File: src/rtl/rr_burst_arbiter_if.sv
// Bundle of requester-side and resource-side signals for rr_burst_arbiter.
//   master : requester/pipeline side; drives stall, req, req_last, res_ready
//            and observes the grant outputs.
//   slave  : the arbiter; observes the inputs and drives grant, grant_id,
//            grant_valid, beat_cnt and forced_release.
// NUM_REQ and MAX_BURST must match the arbiter instance that uses this bundle.
interface rr_burst_arbiter_if #(
  parameter int NUM_REQ   = 4,
  parameter int MAX_BURST = 8
);
  localparam int ID_W  = $clog2(NUM_REQ);
  localparam int CNT_W = $clog2(MAX_BURST + 1);

  logic               stall;
  logic [NUM_REQ-1:0] req;
  logic [NUM_REQ-1:0] req_last;
  logic               res_ready;
  logic [NUM_REQ-1:0] grant;
  logic [ID_W-1:0]    grant_id;
  logic               grant_valid;
  logic [CNT_W-1:0]   beat_cnt;
  logic               forced_release;

  modport master (
    output stall, req, req_last, res_ready,
    input  grant, grant_id, grant_valid, beat_cnt, forced_release
  );

  modport slave (
    input  stall, req, req_last, res_ready,
    output grant, grant_id, grant_valid, beat_cnt, forced_release
  );
endinterface

File: src/rtl/rr_burst_arbiter.sv
// Round-robin burst arbiter for NUM_REQ requesters sharing one single-port
// resource. A grant is locked for a multi-beat burst and ends on the owner's
// last beat, on the MAX_BURST cap, or when the owner drops its request.
// On release the next winner is granted in the same cycle (no idle bubble).
// The global stall freezes every register.
// Ports:
//   clk     : system clock, rising edge
//   reset_n : asynchronous active-low reset
//   bus     : rr_burst_arbiter_if.slave
//             in : stall, req[NUM_REQ], req_last[NUM_REQ], res_ready
//             out: grant[NUM_REQ] (one-hot or zero), grant_id, grant_valid,
//                  beat_cnt, forced_release (1-cycle pulse on cap release)
module rr_burst_arbiter #(
  parameter int NUM_REQ   = 4,
  parameter int MAX_BURST = 8
) (
  input logic              clk,
  input logic              reset_n,
  rr_burst_arbiter_if.slave bus
);
  localparam int ID_W  = $clog2(NUM_REQ);
  localparam int CNT_W = $clog2(MAX_BURST + 1);

  localparam logic [0:0] IDLE  = 1'b0;
  localparam logic [0:0] GRANT = 1'b1;

  logic [0:0]         state;
  logic [NUM_REQ-1:0] grant_r;
  logic [ID_W-1:0]    grant_id_r;
  logic               grant_valid_r;
  logic [CNT_W-1:0]   beat_cnt_r;
  logic               forced_r;
  logic [ID_W-1:0]    last_owner;

  logic               owner_req;
  logic               fire;
  logic [CNT_W-1:0]   beat_next;
  logic               rel_last;
  logic               rel_cap;
  logic               rel_abandon;
  logic               rel_now;
  logic [ID_W-1:0]    arb_ptr;
  logic               win_found;
  logic [ID_W-1:0]    win_id;

  assign owner_req   = bus.req[grant_id_r];
  assign fire        = grant_valid_r & owner_req & bus.res_ready & ~bus.stall;
  assign beat_next   = beat_cnt_r + 1'b1;
  // req_last wins over the cap, so a last beat landing on the cap is a
  // normal release without a forced_release pulse.
  assign rel_last    = fire & bus.req_last[grant_id_r];
  assign rel_cap     = fire & ~bus.req_last[grant_id_r] & (beat_next == CNT_W'(MAX_BURST));
  assign rel_abandon = grant_valid_r & ~owner_req & ~bus.stall;
  assign rel_now     = rel_last | rel_cap | rel_abandon;

  // While a grant is held the pointer used for the release-cycle arbitration
  // is the current owner, i.e. the value last_owner is about to take.
  assign arb_ptr = (state == GRANT) ? grant_id_r : last_owner;

  // Rotating priority search starting just after arb_ptr; the pointer
  // position itself is visited last, so a sole requester is re-granted.
  always_comb begin
    logic [ID_W-1:0] cand;
    int              idx;
    win_found = 1'b0;
    win_id    = '0;
    cand      = '0;
    idx       = 0;
    for (int i = 1; i <= NUM_REQ; i++) begin
      idx  = (int'(arb_ptr) + i) % NUM_REQ;
      cand = ID_W'(idx);
      if (!win_found && bus.req[cand]) begin
        win_found = 1'b1;
        win_id    = cand;
      end
    end
  end

  always_ff @(posedge clk or negedge reset_n) begin
    if (!reset_n) begin
      state         <= IDLE;
      grant_r       <= '0;
      grant_id_r    <= '0;
      grant_valid_r <= 1'b0;
      beat_cnt_r    <= '0;
      forced_r      <= 1'b0;
      last_owner    <= ID_W'(NUM_REQ - 1);
    end else if (bus.stall) begin
      forced_r <= 1'b0;
    end else begin
      forced_r <= 1'b0;
      case (state)
        IDLE: begin
          if (win_found) begin
            state         <= GRANT;
            grant_r       <= {{(NUM_REQ-1){1'b0}}, 1'b1} << win_id;
            grant_id_r    <= win_id;
            grant_valid_r <= 1'b1;
            beat_cnt_r    <= '0;
          end
        end
        GRANT: begin
          if (rel_now) begin
            last_owner <= grant_id_r;
            forced_r   <= rel_cap;
            beat_cnt_r <= '0;
            if (win_found) begin
              grant_r       <= {{(NUM_REQ-1){1'b0}}, 1'b1} << win_id;
              grant_id_r    <= win_id;
              grant_valid_r <= 1'b1;
            end else begin
              state         <= IDLE;
              grant_r       <= '0;
              grant_id_r    <= '0;
              grant_valid_r <= 1'b0;
            end
          end else if (fire) begin
            beat_cnt_r <= beat_next;
          end
        end
        default: begin
          state         <= IDLE;
          grant_r       <= '0;
          grant_id_r    <= '0;
          grant_valid_r <= 1'b0;
          beat_cnt_r    <= '0;
        end
      endcase
    end
  end

  assign bus.grant          = grant_r;
  assign bus.grant_id       = grant_id_r;
  assign bus.grant_valid    = grant_valid_r;
  assign bus.beat_cnt       = beat_cnt_r;
  assign bus.forced_release = forced_r;
endmodule
File: src/flat_wrapper.sv
// flat-port wrapper written by rule: the top's interface ports become plain ports
module rr_burst_arbiter_flat 
#(
  parameter int NUM_REQ   = 4,
  parameter int MAX_BURST = 8
)
  (clk, reset_n, bus_stall, bus_req, bus_req_last, bus_res_ready, bus_grant, bus_grant_id, bus_grant_valid, bus_beat_cnt, bus_forced_release);
  rr_burst_arbiter_if #(.NUM_REQ(NUM_REQ), .MAX_BURST(MAX_BURST)) bus_i ();
  input logic clk;
  input logic reset_n;
  input wire logic [$bits(bus_i.stall)-1:0] bus_stall;
  input wire logic [$bits(bus_i.req)-1:0] bus_req;
  input wire logic [$bits(bus_i.req_last)-1:0] bus_req_last;
  input wire logic [$bits(bus_i.res_ready)-1:0] bus_res_ready;
  output wire logic [$bits(bus_i.grant)-1:0] bus_grant;
  output wire logic [$bits(bus_i.grant_id)-1:0] bus_grant_id;
  output wire logic [$bits(bus_i.grant_valid)-1:0] bus_grant_valid;
  output wire logic [$bits(bus_i.beat_cnt)-1:0] bus_beat_cnt;
  output wire logic [$bits(bus_i.forced_release)-1:0] bus_forced_release;
  assign bus_i.stall = bus_stall;
  assign bus_i.req = bus_req;
  assign bus_i.req_last = bus_req_last;
  assign bus_i.res_ready = bus_res_ready;
  assign bus_grant = bus_i.grant;
  assign bus_grant_id = bus_i.grant_id;
  assign bus_grant_valid = bus_i.grant_valid;
  assign bus_beat_cnt = bus_i.beat_cnt;
  assign bus_forced_release = bus_i.forced_release;
  rr_burst_arbiter #(.NUM_REQ(NUM_REQ), .MAX_BURST(MAX_BURST)) u_core (.clk(clk), .reset_n(reset_n), .bus(bus_i));
endmodule
File: config.mk
export PLATFORM = sky130hd
export DESIGN_NAME = rr_burst_arbiter_flat
export DESIGN_NICKNAME = d
export VERILOG_FILES = /design/src/rtl/rr_burst_arbiter_if.sv /design/src/rtl/rr_burst_arbiter.sv /design/src/flat_wrapper.sv
export SDC_FILE = /design/constraint.sdc
export NUM_CORES = 1
export LEC_CHECK = 0
export ABC_AREA = 1
export CAP_MARGIN = 0
export CORE_MARGIN = 5
export CORE_UTILIZATION = 23
export CTS_CLUSTER_DIAMETER = 80
export DETAILED_ROUTE_END_ITERATION = 10
export GPL_ROUTABILITY_DRIVEN = 0
export HOLD_SLACK_MARGIN = 0.12
export PLACE_DENSITY = 0.4
export SLEW_MARGIN = 20
export SYNTH_ARGS = -nofsm -noshare
export SYNTH_HDL_FRONTEND = slang
export SYNTH_SLANG_ARGS = --single-unit
File: constraint.sdc
create_clock -name clk -period 4.35 [get_ports clk]
set_input_delay 0.435 -clock clk [delete_from_list [all_inputs] [get_ports clk]]
set_output_delay 0.435 -clock clk [all_outputs]
set_load 0.05 [all_outputs]
==> run_results.csv <==
group,metric,value,unit
detailed_routing,routedWlPerCell,11.6,um
sta,period_needed,2.09,ns
floorplanning,rows,26,
place,dp_hpwl,2380,um
critical_path,path_delay_family,"buffers and inverters",
synthesis,synth_fp_nets,176,
floorplanning,ios,24,
global_routing,grt_pass1_vias,1019,
synthesis,synthCells,162,
critical_path,r2r_start,"u_core.state",
critical_path,slowest_delay,0.87,ns
floorplanning,start_util,23.6,%
detailed_routing,postRouteAntennaNets,0,
floorplanning,design.core.area,5110,um^2
critical_path,cp-endpoint,"bus_grant_id[0]",
floorplanning,dieArea,6800,um^2
critical_path,cp.buffers_inverters,1,
power,leakagePower,0.000733,uW
critical_path,r2r-end,"u_core.bus.grant[3]",
synthesis,syn_area,1210,um^2
synthesis,ys_warn_count,0,
place,port_buffers,23,
critical_path,crit_chain,"clkdlybuf4s50_1",
sta,slew_violations,0,
layout,drive_gt1_share,22.9,%
global_routing,grt_use_total,9.60,%
synthesis,syn_area_per_cell,7.45,um^2
clock_tree,cts_resized,0,
clock_tree,clock_path_buffers,2,
layout,antenna_cells,0,
detailed_routing,drt_first_pass_iters,4,
global_routing,antenna_found_initial,0,
sta,relSlewSlack,54.0,%
sta,post-route-period-util,48.1,%
power,p_per_area,860,nW/um^2
sta,hold_viol,0,
critical_path,crit_slowest_cell,"clkdlybuf4s50_1",
sta,setup_viol,0,
global_routing,grt_overflow_total,0,
critical_path,arrival,1.66,ns
synthesis,ys_types,28,
detailed_routing,dr.first_iter.drc_count,46,
floorplanning,die_w,82.5,um
synthesis,netlist.area_leader.share,26.9,%
critical_path,rrSetupSlack,2.36,ns
critical_path,crit_type,"reg2out",
layout,area_growth,29.2,%
synthesis,synth.largest_area_cell,"dfrtp_1",
critical_path,crit_fanout,8,
clock_tree,cts_tree,"done",
critical_path,cp.depth,1,
synthesis,yosys_register_bits,15,
layout,final_net_count,203,
flow_run,cap_viol_max_count,0,
clock_tree,clk-insertion-delay-late,0.25,ns
power,ir_drop,0.274,mV
critical_path,start_kind,"flip-flop",
hold_path,holdCritPathClass,"reg2reg",
critical_path,cp.required,3.91,ns
detailed_routing,vias,1111,
global_routing,grt_pass1_wl,5110,um
sta,worst_clock_skew,0.00392,ns
sta,rsz0062_at_grt,"no",
floorplanning,die_y,82.5,um
clock_tree,htree_levels,1,
sta,tightest_slew,0.688,ns
clock_tree,cts_setup_buffers,0,
clock_tree,clk_pin_slew,0.06,ns
clock_tree,numCtsBuffers,3,
clock_tree,clock-sinks,15,
status,status,"finished, final reports clean",
detailed_routing,drc,0,
clock_tree,clockRootBuffer,"clkbuf_8",
power,finalPower,1340,uW
hold_path,hold_depth,2,
sta,max_freq,0.478,GHz
detailed_routing,wl,2990,um
critical_path,cp-startpoint,"u_core.bus.grant_id[0]",
clock_tree,holdBufCountCts,0,
sta,setup_tns,0,ns
critical_path,cp-end-kind,"output pin",
detailed_routing,viasPerCell,4.31,
synthesis,synth-seq-area-share,31.3,%
critical_path,rr_worst_depth,13,
global_routing,grt_max_degree,16,
synthesis,yosys-top-cells-area,"dfrtp_1, nand2_1, nand2_4",
==> routing by layer <==
| layer | up-vias | wire length, um | GRT usage [%] | part of all wire [%] |
|---|---|---|---|---|
| li1 | 567 | - | - | - |
| met3 | 5 | 142 | 1.74 | 4.8 |
| met2 | 26 | 1310 | 14.7 | 44 |
| met4 | 0 | 42 | 2.99 | 1.4 |
| met1 | 513 | 1490 | 13.6 | 50 |
| met5 | - | 0 | 0 | 0 |
==> worst min-delay path by stage <==
stage,slack (ns),start,end
floorplan,0.14,reset_n,u_core.bus.beat_cnt[0]
global placement,0.48,u_core.bus.grant[1],u_core.bus.grant[1]
detailed placement,0.48,u_core.bus.grant[1],u_core.bus.grant[1]
CTS,0.49,u_core.bus.grant[1],u_core.bus.grant[1]
global route,0.52,u_core.bus.grant[1],u_core.bus.grant[1]
finish,0.48,u_core.bus.grant[1],u_core.bus.grant[1]
==> final cells by class <==
class	count	area (um^2)
Tap cell	70	87.6
Clock buffer	3	41.3
Multi-Input combinational cell	133	764
Clock inverter	1	5.00
Inverter	13	53.8
Fill cell	551	3550
Sequential cell	15	378
Timing Repair Buffer	23	230
==> through the flow <==
stage               util, %  instances  hold slack [ns]  setup WS (ns)  area (um^2)
finish                 30.5        258            0.484           2.26         1560
global route           30.5        258            0.522           2.12         1560
CTS                    30.5        258            0.493           2.23         1560
detailed placement     29.6        254            0.476           2.20         1510
global placement       29.6        254            0.482           2.17         1510
floorplan                 -        162            0.139           2.45         1210
==> cell usage in the layout (no fill, tap or decap), drive strengths merged <==
cell,netlist,layout
or2,3,3
clkdlybuf4s50,0,23
nor3,1,1
xor2,1,1
dfstp,2,2
xnor2,1,1
nor2,7,7
nand3,17,17
dfrtp,13,13
nand4,5,5
clkinv,1,2
ha,2,2
a21oi,1,1
nand2,84,84
nand3b,1,1
inv,12,12
o21ai,10,10
clkbuf,0,3
==> Yosys cell counts <==
cell,n
o21ai_2,1
nor2_1,5
nand4_1,4
clkinv_1,1
buf_6,1
o21ai_0,2
nand4_4,1
dfstp_2,2
or2_1,3
nand3_2,6
nand3_1,9
nand2_2,11
dfrtp_1,13
inv_1,5
a21oi_1,1
xnor2_1,1
ha_1,2
inv_6,1
nor3_1,1
nand2_4,7
inv_2,6
nor2_4,1
nand3b_1,1
xor2_1,1
nand2_1,66
nand3_4,2
o21ai_1,7
nor2_8,1
==> power breakdown <==
group          internal (uW)  switching [uW]  leakage [uW]  total (uW)
combinational            309             655      0.000520         964
clock                   63.5            51.8     0.0000255         115
sequential               193            68.8      0.000188         262
total                    565             776      0.000733        1340
==> cells by family after synthesis <==
group,count (synthesis),synth area share (%)
buffers and inverters,14,5.39
AND/OR/NAND/NOR,118,54.9
AO/OA/AOI/OAI,11,4.87
flip-flops,15,31.3
XOR/XNOR,2,1.45
adder cells (fa/ha/maj),2,2.07
==> state kept, by name, summed over array words and instances (netlist names) <==
register	cells
u_core.bus.forced_release	1
u_core.last_owner	2
u_core.state	1
u_core.bus.grant	4
u_core.bus.grant_valid	1
u_core.bus.beat_cnt	4
u_core.bus.grant_id	2
(Power assumes the default switching activity.)
